<file path="src/rtl/alu_seq.sv">
// Multi-cycle execute-stage ALU: single-cycle arithmetic/logic ops plus iterative
// unsigned multiply and divide, with registered result, NZCV-style flags and start/ready/done.
module alu_seq #(
    parameter int WIDTH = 8
) (
    input  logic             clk,
    input  logic             rst,
    input  logic             start,
    input  logic [2:0]       op,
    input  logic [WIDTH-1:0] A,
    input  logic [WIDTH-1:0] B,
    output logic             ready,
    output logic             done,
    output logic [WIDTH-1:0] result,
    output logic             zero,
    output logic             carry,
    output logic             overflow,
    output logic             negative
);

    localparam int CW = (WIDTH > 2) ? $clog2(WIDTH) : 1;
    localparam logic [CW-1:0] LAST = CW'(WIDTH - 1);

    localparam logic [2:0] OP_ADD = 3'b000;
    localparam logic [2:0] OP_SUB = 3'b001;
    localparam logic [2:0] OP_AND = 3'b010;
    localparam logic [2:0] OP_OR  = 3'b011;
    localparam logic [2:0] OP_XOR = 3'b100;
    localparam logic [2:0] OP_SLT = 3'b101;

    typedef enum logic [1:0] {IDLE, ITER, DONE} state_t;

    state_t            state, state_next;
    logic              is_div;
    logic [WIDTH-1:0]  b_q;
    logic [WIDTH-1:0]  acc_hi;
    logic [WIDTH-1:0]  acc_lo;
    logic [CW-1:0]     count;

    logic              accept;
    logic              accept_iter;
    logic [WIDTH:0]    add_sum;
    logic [WIDTH:0]    sub_diff;
    logic [WIDTH-1:0]  quick_result;
    logic              quick_carry;
    logic              quick_ovf;

    logic [WIDTH:0]    mul_sum;
    logic [WIDTH:0]    div_trial;
    logic [WIDTH-1:0]  step_hi;
    logic [WIDTH-1:0]  step_lo;

    logic              wr_en;
    logic [WIDTH-1:0]  wr_result;
    logic              wr_carry;
    logic              wr_ovf;

    assign ready       = (state != ITER);
    assign done        = (state == DONE);
    assign accept      = start && (state != ITER);
    assign accept_iter = accept && op[2] && op[1];

    always_comb begin
        add_sum      = {1'b0, A} + {1'b0, B};
        sub_diff     = {1'b0, A} + {1'b0, ~B} + (WIDTH+1)'(1);
        quick_result = '0;
        quick_carry  = 1'b0;
        quick_ovf    = 1'b0;
        case (op)
            OP_ADD: begin
                quick_result = add_sum[WIDTH-1:0];
                quick_carry  = add_sum[WIDTH];
                quick_ovf    = (A[WIDTH-1] == B[WIDTH-1]) && (add_sum[WIDTH-1] != A[WIDTH-1]);
            end
            OP_SUB: begin
                quick_result = sub_diff[WIDTH-1:0];
                quick_carry  = sub_diff[WIDTH];
                quick_ovf    = (A[WIDTH-1] != B[WIDTH-1]) && (sub_diff[WIDTH-1] != A[WIDTH-1]);
            end
            OP_AND:  quick_result = A & B;
            OP_OR:   quick_result = A | B;
            OP_XOR:  quick_result = A ^ B;
            OP_SLT:  quick_result = {{(WIDTH-1){1'b0}}, ($signed(A) < $signed(B))};
            default: quick_result = '0;
        endcase
    end

    // One iteration: shift-add multiply keeps {hi,lo} as the partial product;
    // restoring divide keeps hi as remainder and lo as dividend/quotient.
    always_comb begin
        mul_sum   = {1'b0, acc_hi} + (acc_lo[0] ? {1'b0, b_q} : '0);
        div_trial = {acc_hi, acc_lo[WIDTH-1]} - {1'b0, b_q};
        if (!is_div) begin
            step_hi = mul_sum[WIDTH:1];
            step_lo = {mul_sum[0], acc_lo[WIDTH-1:1]};
        end else if (!div_trial[WIDTH]) begin
            step_hi = div_trial[WIDTH-1:0];
            step_lo = {acc_lo[WIDTH-2:0], 1'b1};
        end else begin
            step_hi = {acc_hi[WIDTH-2:0], acc_lo[WIDTH-1]};
            step_lo = {acc_lo[WIDTH-2:0], 1'b0};
        end
    end

    always_comb begin
        wr_en     = 1'b0;
        wr_result = quick_result;
        wr_carry  = quick_carry;
        wr_ovf    = quick_ovf;
        if (accept && !accept_iter) begin
            wr_en = 1'b1;
        end else if (state == ITER && count == LAST) begin
            wr_en  = 1'b1;
            wr_ovf = 1'b0;
            if (!is_div) begin
                wr_result = step_lo;
                wr_carry  = |step_hi;
            end else if (b_q == '0) begin
                wr_result = '1;
                wr_carry  = 1'b1;
            end else begin
                wr_result = step_lo;
                wr_carry  = 1'b0;
            end
        end
    end

    always_comb begin
        state_next = state;
        case (state)
            IDLE, DONE: begin
                if (start)
                    state_next = accept_iter ? ITER : DONE;
                else
                    state_next = IDLE;
            end
            ITER:    state_next = (count == LAST) ? DONE : ITER;
            default: state_next = IDLE;
        endcase
    end

    always_ff @(posedge clk or posedge rst) begin
        if (rst) begin
            state    <= IDLE;
            is_div   <= 1'b0;
            b_q      <= '0;
            acc_hi   <= '0;
            acc_lo   <= '0;
            count    <= '0;
            result   <= '0;
            zero     <= 1'b0;
            carry    <= 1'b0;
            overflow <= 1'b0;
            negative <= 1'b0;
        end else begin
            state <= state_next;
            if (accept_iter) begin
                is_div <= op[0];
                b_q    <= B;
                acc_hi <= '0;
                acc_lo <= A;
                count  <= '0;
            end else if (state == ITER) begin
                acc_hi <= step_hi;
                acc_lo <= step_lo;
                count  <= count + 1'b1;
            end
            if (wr_en) begin
                result   <= wr_result;
                zero     <= (wr_result == '0);
                carry    <= wr_carry;
                overflow <= wr_ovf;
                negative <= wr_result[WIDTH-1];
            end
        end
    end

endmodule

</file>
<file path="config.mk">
export PLATFORM = sky130hd
export DESIGN_NAME = alu_seq
export DESIGN_NICKNAME = d
export VERILOG_FILES = /design/src/rtl/alu_seq.sv
export SDC_FILE = /design/constraint.sdc
export NUM_CORES = 1
export LEC_CHECK = 0
export BUFFER_PORTS_ARGS = -buffer_cell sky130_fd_sc_hd__buf_2
export CELL_PAD_IN_SITES_DETAIL_PLACEMENT = 0
export CELL_PAD_IN_SITES_GLOBAL_PLACEMENT = 1
export CORE_MARGIN = 4
export CORE_UTILIZATION = 49
export CTS_CLUSTER_SIZE = 10
export DETAILED_ROUTE_END_ITERATION = 12
export GPL_ROUTABILITY_DRIVEN = 1
export PLACE_DENSITY_LB_ADDON = 0.1
export REMOVE_ABC_BUFFERS = 1
export SYNTH_ARGS = -nofsm -noshare
export SYNTH_HDL_FRONTEND = slang
export SYNTH_SLANG_ARGS = --single-unit
export TNS_END_PERCENT = 1
</file>
<file path="constraint.sdc">
create_clock -name clk -period 5.5 [get_ports clk]
set_input_delay 0.825 -clock clk [delete_from_list [all_inputs] [get_ports clk]]
set_output_delay 0.825 -clock clk [all_outputs]
set_load 0.005 [all_outputs]
</file>
Word level (Yosys, flattened, before mapping):

Cells that the tools add are included.
W data, S select, Z words.

* flip-flop bits (word level): 42
* input bits: 22
* output and inout port bits: 14
* logic and storage cells: 80

* add/subtract/negate cells: 6
* magnitude comparators: 1
* eq/ne operators: 13
* muxes and demuxes: 30
* bitwise logic cells: 4
* reduce and logical (&&, ||, !) cells: 15

Operators by type and width (number)
* $mux W8: 12
* $pmux W8 S6: 1
* $add A8 B8 Y9: 3
* $logic_not A8 Y1: 2
* $add A9 B1 Y9 const B: 1
* $eq A3 B3 Y1 const B: 3
* $mux W1: 9
* $sub A9 B8 Y9: 1
* $and A8 B8 Y8: 1
* $lt A8 B8 Y1: 1
* $not A8 Y8: 1
* $or A8 B8 Y8: 1
* $reduce_or A8 Y1: 1
* $xor A8 B8 Y8: 1
* $logic_and A1 B1 Y1: 7
* $eq A3 B2 Y1 const B: 2
* $mux W2: 3
* $mux W3: 2
* $pmux W1 S2: 2
* $pmux W2 S2: 1
* $add A3 B1 Y3 const B: 1
* $eq A3 B1 Y1 const B: 1
* $logic_not A3 Y1: 1
* $ne A1 B1 Y1: 3
* 8 further kinds: 8

Depth between registers and ports, before layout:

Gate-level depths: netlist of the first run.

* depth in word-level cells: 8
* gate-level depth with buffers: 13
* mapped depth without buffers: 12

Worst setup path before layout of the first run:

Ideal clock, no wire load.

* path kind: input-to-reg
* start: input A[0]
* end: register zero
* setup time: 0.122 ns
* arrival: 2.995 ns
* required time: 5.378 ns
* path slack: 2.383 ns
* cell stages on the path: 12
* buffers on the path: 0
* path through: inv_1 -> ha_1 -> inv_1 -> fa_1 -> nor3b_1 -> a211o_1 -> or4b_1 -> a41oi_1 -> o21ai_1 -> o2111ai_1 -> nor3_1 -> a32o_1

* cells in the longest elaborated chain, start to end: 6
* elaborated cells between the ends (all ways): 11

Ends and longest elaborated chain
* start, declared: line 10 `input logic [WIDTH-1:0] A,`
* $add A8 B8 Y9: line 65 `sub_diff = {1'b0, A} + {1'b0, ~B} + (WIDTH+1)'(1);`
* $add A9 B1 Y9: line 65
* $pmux W8 S6 *: line 69 `case (op)`
* $mux W8: line 112 `end else if (state == ITER && count == LAST) begin`
* $mux W8 *: line 110 `if (accept && !accept_iter) begin`
* $logic_not A8 Y1 *: line 170 `zero <= (wr_result == '0);`
* end signal, assigned: line 170
* end, declared: line 15 `output logic zero,`

Every way passes the cells marked *; elsewhere a longest branch is shown, timed or not.
A chain may end at the register's enable or synchronous reset.

Final worst setup path of the first run:

* start: register state[0]
* end: output ready

* cells in the longest elaborated chain, start to end: 1

Ends and longest elaborated chain
* start, declared: line 33 `state_t state, state_next;`
* start signal, assigned: line 156 `state <= state_next;`
* $ne A2 B1 Y1: line 58 `assign ready = (state != ITER);`
* end, declared: line 12 `output logic ready,`

No other way between the ends.

==> results.yml, run 1 <==
run_status:
  status: "complete, no violations"
timing:
  fin_crit_sh_pct: 59.21
  skew_ps: 17.27
  final-hold-violation-count: 0
  final.setup.worst_slack_ps: 2243
  rsz0062_at_grt: "no"
  fmax_ghz: 0.3071
  slew_violations: 0
  slew_headroom_pct: 20.43
  tns_ps: 0
  tightestPinTransition_ps: 1187
  finalSetupViolCount: 0
  timing.hold.ws_ps: 473.3
  period_needed_ps: 3257
yosys:
  ys_warn_count: 0
  yosysTopAreaCell: "dfrtp_1"
  synth-main-ff-cell: "dfrtp_1"
  synth_seq_area_share_pct: 25.42
  synth_fa_ha_area_share_pct: 15.62
  async_flop_share_pct: 100.0
  synth_common_cells: "52 x nand2_1, 44 x ha_1, 43 x o21ai_0"
  synthMostInstantiatedCell: "nand2_1"
  synth_xor_area_share_pct: 2.387
  synth.distinct_cells: 71
  syn_avg_cell_area_um2: 8.009
  synth_compound_area_share_pct: 22.60
  syn_area_mm2: 0.004036
  synth_top_family_by_area: "compound AO/OA/AOI/OAI gates"
  syn-instance-count: 504
  synth_edf_count: 0
  synth_top_cell_area_share_pct: 25.42
  muxShareOfSynthArea_pct: 3.503
  synth_seq_cells: 41
  synth-simple-area-share_pct: 22.19
  ys_top_cells_by_area: "dfrtp_1 25%, ha_1 14%, o21ai_0 5.3%, nand2_1 4.8%, a21oi_1 3.8%"
placement:
  port_buffers: 35
  post-place-ws_ps: 1993
  placed_area_mm2: 0.004198
  placed_cells: 620
  place.gp.congestion: 0.8663
  hpwl_mm: 9.091
die:
  num_rows: 32
  start_util_pct: 51.17
  die_w_um: 98.76
  io_pins: 36
  die_height_um: 98.76
  core_area_mm2: 0.007888
  die-area_mm2: 0.009754
layout:
  finalNonFillerCells: 628
  syn2layout_area_growth_pct: 6.386
  nets: 595
  utilization_pct: 54.44
  nFillCells: 771
  antenna_cells: 0
  drive_gt1_share_pct: 11.41
  post-route-cell-area_mm2: 0.004294
critical_path:
  worst_setup_path_start_kind: "flip-flop"
  reg2reg_depth: 9
  required_ps: 4680
  path_class: "flip-flop to output pin"
  end_kind: "output pin"
  cp_max_fo: 20
  cp.arrival_ps: 2430
detailed_routing:
  vias_per_cell: 6.051
  wl_mm: 11.64
  drc_errors: 0
  ant_nets: 0
  firstDrtPassIters: 5
  drt_iter0_markers: 362
  post_drt_wl_per_cell_um: 18.53
  num_vias: 3800
global_routing:
  antenna_found_initial: 0
  track_usage_pct: 24.40
  grt_pass1_wl_mm: 19.24
  grt_pass1_vias: 3588
  grt_max_degree: 30
  grt.overflow.total: 0
clock_tree:
  h-tree-depth: 2
  cts_buffers: 5
  post_cts_resized: 0
  cts_tree: "built"
  path_clk_slew_ps: 90
  clock-sinks: 41
  post-cts-setup-buffers: 0
  clk_latency_ps: 310
  root_buffer: "clkbuf_8"
  cts_hold_buf: 0
  cts_max_path_buffers: 2
pwr:
  power_mw: 1.719
  p_per_area_mw_per_mm2: 400.4
  vdd_drop_max_uv: 300.5
  p_leak_nw: 1.991
job:
  cap_violations: 0
worst_hold_path:
  hold_path_class: "input port to asynchronous set/reset pin"
[per-layer routing]
metal	vias up	global-route usage, %	share of wire [%]	routed length [µm]
met2	153	34.35	42	4862
met1	1796	38.50	49	5672
met4	0	5.987	2.0	227
li1	1833	-	-	-
met5	-	0	0	0
met3	18	3.963	7.5	875
[cell usage in the layout (no fill, tap or decap), types with 3 or more instances in the layout]
master	netlist	routed
a21oi_1	31	31
xnor2_1	8	8
o21a_1	4	4
buf_4	1	4
o21bai_1	4	4
o221ai_1	7	7
o21ai_0	43	43
o31ai_1	4	4
xor2_1	3	3
and2_1	12	12
clkbuf_8	5	6
nor2_1	41	41
mux2i_1	13	13
buf_2	3	35
nor3_1	17	16
ha_1	44	44
nor2b_1	10	10
nand2b_1	7	7
nand2_1	52	52
o32ai_1	3	3
nand3b_1	3	3
nor4_1	3	3
or3_1	4	4
a31oi_1	5	5
a22oi_1	4	4
nand3_1	16	16
inv_1	40	39
fa_1	4	4
a211oi_1	5	5
dfrtp_1	41	41
[kinds of logic (layout without fill, tap and decap cells)]
family | count (synthesis) | count (layout)
adders and majority gates | 48 | 48
DFF | 41 | 41
buffers and inverters | 67 | 89
muxes | 14 | 14
AOI/OAI and AO/OA | 141 | 141
and+or+nand+nor | 182 | 182
xor gates and xnor gates | 11 | 11
[where the power goes]
part | internal (mW) | switching [mW]
clock | 0.102 | 0.119
combinational | 0.426 | 0.571
sequential | 0.404 | 0.0986
[critical path, stage by stage, from the launching register on]
cell      delay (ps)
dfrtp_1          380
nor2b_1          730
clkinv_1         510
buf_4            350
buf_2            150
[path summary, 6_finish.rpt]
kind / endpoint / slack, ps / startpoint
worst min register to register: result[3]$_DFFE_PP0P_ / 490 / result[3]$_DFFE_PP0P_
worst max register to register: carry$_DFFE_PP0P_ / 2260 / state[0]$_DFF_PP0_
worst max-delay path: ready / 2240 / state[0]$_DFF_PP0_
worst min-delay path: acc_hi[0]$_DFFE_PP0P_ / 470 / rst
min in group clk: result[3]$_DFFE_PP0P_ / 490 / result[3]$_DFFE_PP0P_
max in group asynchronous: acc_lo[4]$_DFFE_PP0P_ / 4300 / rst
[sequential cells by signal, summed over array words and instances (netlist names)]
register	count
acc_hi	8
zero	1
carry	1
acc_lo	8
is_div	1
count	3
result	8
b_q	8
state	2
overflow	1
[final cells by class]
class	count	area, µm²	share of cell area [%]
Timing Repair Buffer	39	205.2	4.779
Inverter	42	157.7	3.671
Sequential cell	41	1026	23.89
Multi-Input combinational cell	396	2681	62.44
Clock inverter	2	13.76	0.3205
Tap cell	102	127.6	2.972
Clock buffer	6	82.58	1.923
Power figures use the tool's default switching activity.
==> inputs of run 2 (changes only) <==
Settings changed: CORE_UTILIZATION 49 to 41.
Clock period 5.5 ns to 2.7 ns, I/O delays scaled along.
==> run 2 against run 1 <==
Count of clock-buffer cells in the layout is the same. Global-route usage shrank 2.4 points. Utilization shrank 3.4 points. Flip-flop and latch count is the same. Combinational power grew 140%. Cell area grew 12%. Register-to-register slack lost 2200 ps. Sequential share of layout area shrank 2.5 points. Sequential power grew 100%. Die area grew 18%. Wire length grew 6.2%. Via count grew 4.7%. Critical endpoint is now carry$_DFFE_PP0P_.
==> results.yml, run 2 (synthesized netlist as in run 1, its figures left out) <==
placement:
  post-place-ws_ps: -326.2
  port_buffers: 35
  hpwl_mm: 9.948
  place.gp.congestion: 0.8856
critical_path:
  reg2reg_from: "b_q[0]$_DFFE_PP0P_"
  startpoint: "b_q[0]$_DFFE_PP0P_"
  path_cells: "buf_4, and2_1, ha_1, inv_1, fa_1, nor2b_1, o21a_1, o21a_1, o21ai_2, a21oi_1, or3_1, a2111oi_2, a21oi_1"
  r2r_end: "carry$_DFFE_PP0P_"
  cp_max_fo: 3
  crit_family: "compound AO/OA/AOI/OAI gates"
  path_class: "flip-flop to flip-flop"
  cp.arrival_ps: 2810
  worst_setup_path_start_kind: "flip-flop"
  r2r_slack_ps: 70
  slowest_stage: "or3_1"
  worst-path-buf-inv: 2
  reg2reg_depth: 13
  required_ps: 2880
  end_kind: "flip-flop"
  cp.depth: 13
  max_stage_delay_ps: 400
worst_hold_path:
  hold_path_class: "input port to asynchronous set/reset pin"
global_routing:
  track_usage_pct: 21.97
  grt_max_degree: 42
  grt_pass1_vias: 3829
  grt_pass1_wl_mm: 20.07
  grt.overflow.total: 0
  antenna_found_initial: 0
clock_tree:
  cts_max_path_buffers: 2
  clk_latency_ps: 300
  clock-sinks: 41
  cts_buffers: 5
  h-tree-depth: 2
  path_clk_slew_ps: 90
  root_buffer: "clkbuf_8"
  cts_tree: "built"
layout:
  multi_input_area_mm2: 0.002729
  nFillCells: 931
  layout_commonest_cell: "buf_4"
  final_cell_mix: "60 x buf_4, 52 x nand2_1, 44 x ha_1"
  antenna_cells: 0
  syn2layout_area_growth_pct: 19.09
  ff_latch_area_mm2: 0.001026
  drive_gt1_share_pct: 21.78
  nets: 652
pwr:
  p_leak_nw: 2.283
  p_per_area_mw_per_mm2: 801.1
  vdd_drop_max_uv: 294.2
  power_mw: 3.851
job:
  cap_violations: 0
die:
  core_area_mm2: 0.009415
  die_height_um: 107.2
  start_util_pct: 42.87
  io_pins: 36
  num_rows: 35
  die_w_um: 107.2
  die-area_mm2: 0.01150
run_status:
  status: "complete, no violations"
detailed_routing:
  drt_iter0_markers: 366
  vias_per_cell: 5.587
  drc_errors: 0
  post_drt_wl_per_cell_um: 17.36
  num_vias: 3978
  ant_nets: 0
  firstDrtPassIters: 4
  wl_mm: 12.36
timing:
  final.setup.worst_slack_ps: 72.98
  fin_crit_sh_pct: 97.30
  finalSetupViolCount: 0
  skew_ps: 17.16
  rsz0062_at_grt: "yes"
  slew_headroom_pct: 40.50
  fmax_ghz: 0.3807
  period_needed_ps: 2627
  slew_violations: 0
  final-hold-violation-count: 0
  tightestPinTransition_ps: 881.2
==> run 2: changes by cell type in the layout (fill, tap and decap cells not counted), sizes merged <==
cell,change
buf,+57
clkinv,-1
inv,+1
==> run 2: worst max-delay path by stage <==
stage	endpoint	slack, ps
finish	carry$_DFFE_PP0P_	70
global route	carry$_DFFE_PP0P_	-70
CTS	carry$_DFFE_PP0P_	7
detailed placement	zero$_DFFE_PP0P_	-330
global placement	zero$_DFFE_PP0P_	-280
floorplan	zero$_DFFE_PP0P_	-110
==> run 2: tightest hold or removal path, cell delays in order <==
cell   delay, ps
buf_2        100
inv_1         40
buf_4        450
==> run 2: final cells by class <==
class	count	share of cell area (%)
clock inverters	2	0.2863
flip-flops and latches	41	21.34
inverters	42	3.280
repair buffers	96	13.25
well taps	129	3.358
multi-input cells	396	56.77
clock buffers	6	1.718
==> run 2: stage by stage <==
stage          utilization, %  area, µm²  cells  TNS (ps)  hold slack [ps]
5_1_grt                 51.06       4807    712    -199.2            280.6
4_1_cts                 50.47       4752    710         0            254.7
6_report                51.06       4807    712         0            229.9
3_5_place_dp            49.25       4637    701    -910.6            470.3
2_1_floorplan               -       3860    479    -129.8            467.7
3_3_place_gp            49.25       4637    701    -705.6            461.0
==> run 2: repair_timing <==
| item | in CTS | in global routing |
|---|---|---|
| hold buffers | 0 | 0 |
| setup buffers | 1 | 2 |
| pin swaps | 4 | 7 |
| gates cloned | 0 | 0 |
| resized for setup | 5 | 9 |
| endpoints found under the setup margin | 4 | 7 |
==> run 2: report_power, final <==
| part | switching, mW | leakage [nW] | internal (mW) |
|---|---|---|---|
| combinational | 1.26 | 1.71 | 1.13 |
| sequential | 0.201 | 0.519 | 0.822 |
| clock | 0.235 | 0.0512 | 0.208 |
| total | 1.69 | 2.28 | 2.16 |
==> run 2: routing by layer <==
metal	track usage, %	up-vias	part of all wire, %
met5	0	-	0
met4	3.470	0	0.84
met3	3.672	13	6.0
met2	33.74	119	44
met1	32.77	1897	50
li1	-	1949	-
==> inputs of run 3 (changes only) <==
Settings changed: RECOVER_POWER set to 50.
==> run 3 against run 2 <==
Clock power about the same. Sequential power about the same. Flip-flop and latch count unchanged. Critical path depth decreased by 1. Fmax about the same. Worst setup slack got worse by 0.80 ps. Via count decreased by 0.15%. Cell area about the same. Global-route usage unchanged. Worst hold slack improved by 160 ps. Highest routed layer unchanged.
==> results.yml, run 3 (synthesized netlist as in run 1, its figures left out) <==
critical_path:
  startpoint: "A[0]"
  r2r_slack_ps: 70
  cp_max_fo: 4
  required_ps: 2930
  end_kind: "flip-flop"
  endpoint: "zero$_DFFE_PP0P_"
  reg2reg_depth: 13
  reg2reg_from: "b_q[0]$_DFFE_PP0P_"
  r2r_end: "carry$_DFFE_PP0P_"
  cp.arrival_ps: 2860
  path_class: "input port to flip-flop"
  worst_setup_path_start_kind: "input port"
die:
  die_w_um: 107.2
  io_pins: 36
  die_height_um: 107.2
  core_area_mm2: 0.009415
  start_util_pct: 42.87
  num_rows: 35
  die-area_mm2: 0.01150
detailed_routing:
  drt_iter0_markers: 365
  drc_errors: 0
  wl_mm: 12.37
  num_vias: 3972
  ant_nets: 0
  vias_per_cell: 5.579
  post_drt_wl_per_cell_um: 17.37
  firstDrtPassIters: 4
clock_tree:
  path_clk_slew_ps: 90
  clk_latency_ps: 300
  cts_buffers: 5
  cts_max_path_buffers: 2
  h-tree-depth: 2
  clock-sinks: 41
  root_buffer: "clkbuf_8"
  cts_tree: "built"
layout:
  layout_commonest_cell: "buf_4"
  nets: 652
  antenna_cells: 0
  drive_gt1_share_pct: 21.78
  post-route-cell-area_mm2: 0.004805
  syn2layout_area_growth_pct: 19.03
  final_cell_mix: "59 x buf_4, 52 x nand2_1, 44 x ha_1"
pwr:
  p_seq_share_pct: 26.6
  power.switching_mw: 1.693
  p_leak_nw: 2.282
  power_mw: 3.851
  p_per_area_mw_per_mm2: 801.4
  combinationalPowerShare_pct: 61.9
  power.share.clock_pct: 11.5
  switching_share_pct: 43.96
  vdd_drop_max_uv: 294.1
  intPower_mw: 2.158
global_routing:
  grt_pass1_vias: 3829
  antenna_found_initial: 0
  grt_pass1_wl_mm: 20.07
  grt.overflow.total: 0
  grt_max_degree: 42
  track_usage_pct: 21.97
placement:
  place.gp.congestion: 0.8856
  placed_area_mm2: 0.004637
  port_buffers: 35
  hpwl_mm: 9.948
timing:
  tns_ps: 0
  slew_violations: 0
  skew_ps: 17.16
  fmax_ghz: 0.3805
  fin_crit_sh_pct: 97.33
  finalSetupViolCount: 0
  final-hold-violation-count: 0
  rsz0062_at_grt: "yes"
  period_needed_ps: 2628
  slew_headroom_pct: 28.93
  tightestPinTransition_ps: 1066
job:
  cap_violations: 0
run_status:
  status: "complete, no violations"
worst_hold_path:
  hold_path_class: "input port to flip-flop"
[run 3: cell count changes in the layout (fill, tap and decap cells not counted), sizes merged]
cell and change:
buf -1, clkbuf +1
[run 3: worst max-delay path: stages]
cell      delay, ps
buf_2           100
buf_4           130
ha_1            230
fa_1            420
nand3_1         160
a211oi_1        110
nor4_1          430
mux2i_1         140
a21oi_1         230
o21ai_1         130
nor3_1          210
a32o_1          180
[run 3: cell type report]
type | instances | area, µm²
multi-input cells | 396 | 2729
repair buffers | 96 | 634.4
clock buffers | 6 | 82.58
flip-flops and latches | 41 | 1026
fillers | 932 | 4611
clock inverters | 2 | 13.76
inverters | 42 | 157.7
well taps | 129 | 161.4
[run 3: how the worst min path moves through the flow]
stage / endpoint / from / slack (ps) / depth (start not counted)
2_1_floorplan: count[0]$_DFFE_PP0P_ / count[0]$_DFFE_PP0P_ / 470 / 1
3_3_place_gp: result[4]$_DFFE_PP0P_ / result[4]$_DFFE_PP0P_ / 460 / 2
3_5_place_dp: result[4]$_DFFE_PP0P_ / result[4]$_DFFE_PP0P_ / 470 / 2
4_1_cts: count[1]$_DFFE_PP0P_ / rst / 250 / 3
5_1_grt: state[1]$_DFF_PP0_ / start / 400 / 3
6_report: b_q[2]$_DFFE_PP0P_ / B[2] / 390 / 3
[run 3: power by group through the flow]
stage	Clock, mW	Sequential, mW	Combinational (mW)
detailed placement	0	1.03	2.23
global placement	0	1.03	2.20
global route	0.481	1.06	2.66
CTS	0.454	1.02	2.29
finish	0.442	1.02	2.38
floorplan	0	0.999	1.44
[run 3: what timing repair did]
item | 4_1_cts | 5_1_grt
resized for setup | 5 | 9
pin swaps | 4 | 7
endpoints found under the setup margin | 4 | 7
buffers inserted | 1 | 2
hold buffers | 0 | 0
[run 3: per-layer routing]
layer	part of all wire [%]	global-route usage, %
met1	49	32.77
met2	44	33.74
met3	6.1	3.672
met4	0.84	3.470
met5	0	0
[run 3: metrics by stage]
stage | hold slack, ps | std cells | worst slack (ps) | util (%)
finish | 387.9 | 712 | 72.17 | 51.03
global placement | 461.0 | 701 | -281.8 | 49.25
detailed placement | 470.3 | 701 | -326.2 | 49.25
global route | 401.0 | 712 | -65.50 | 51.03
CTS | 254.7 | 710 | 7.090 | 50.47
floorplan | 467.7 | 479 | -112.0 | -
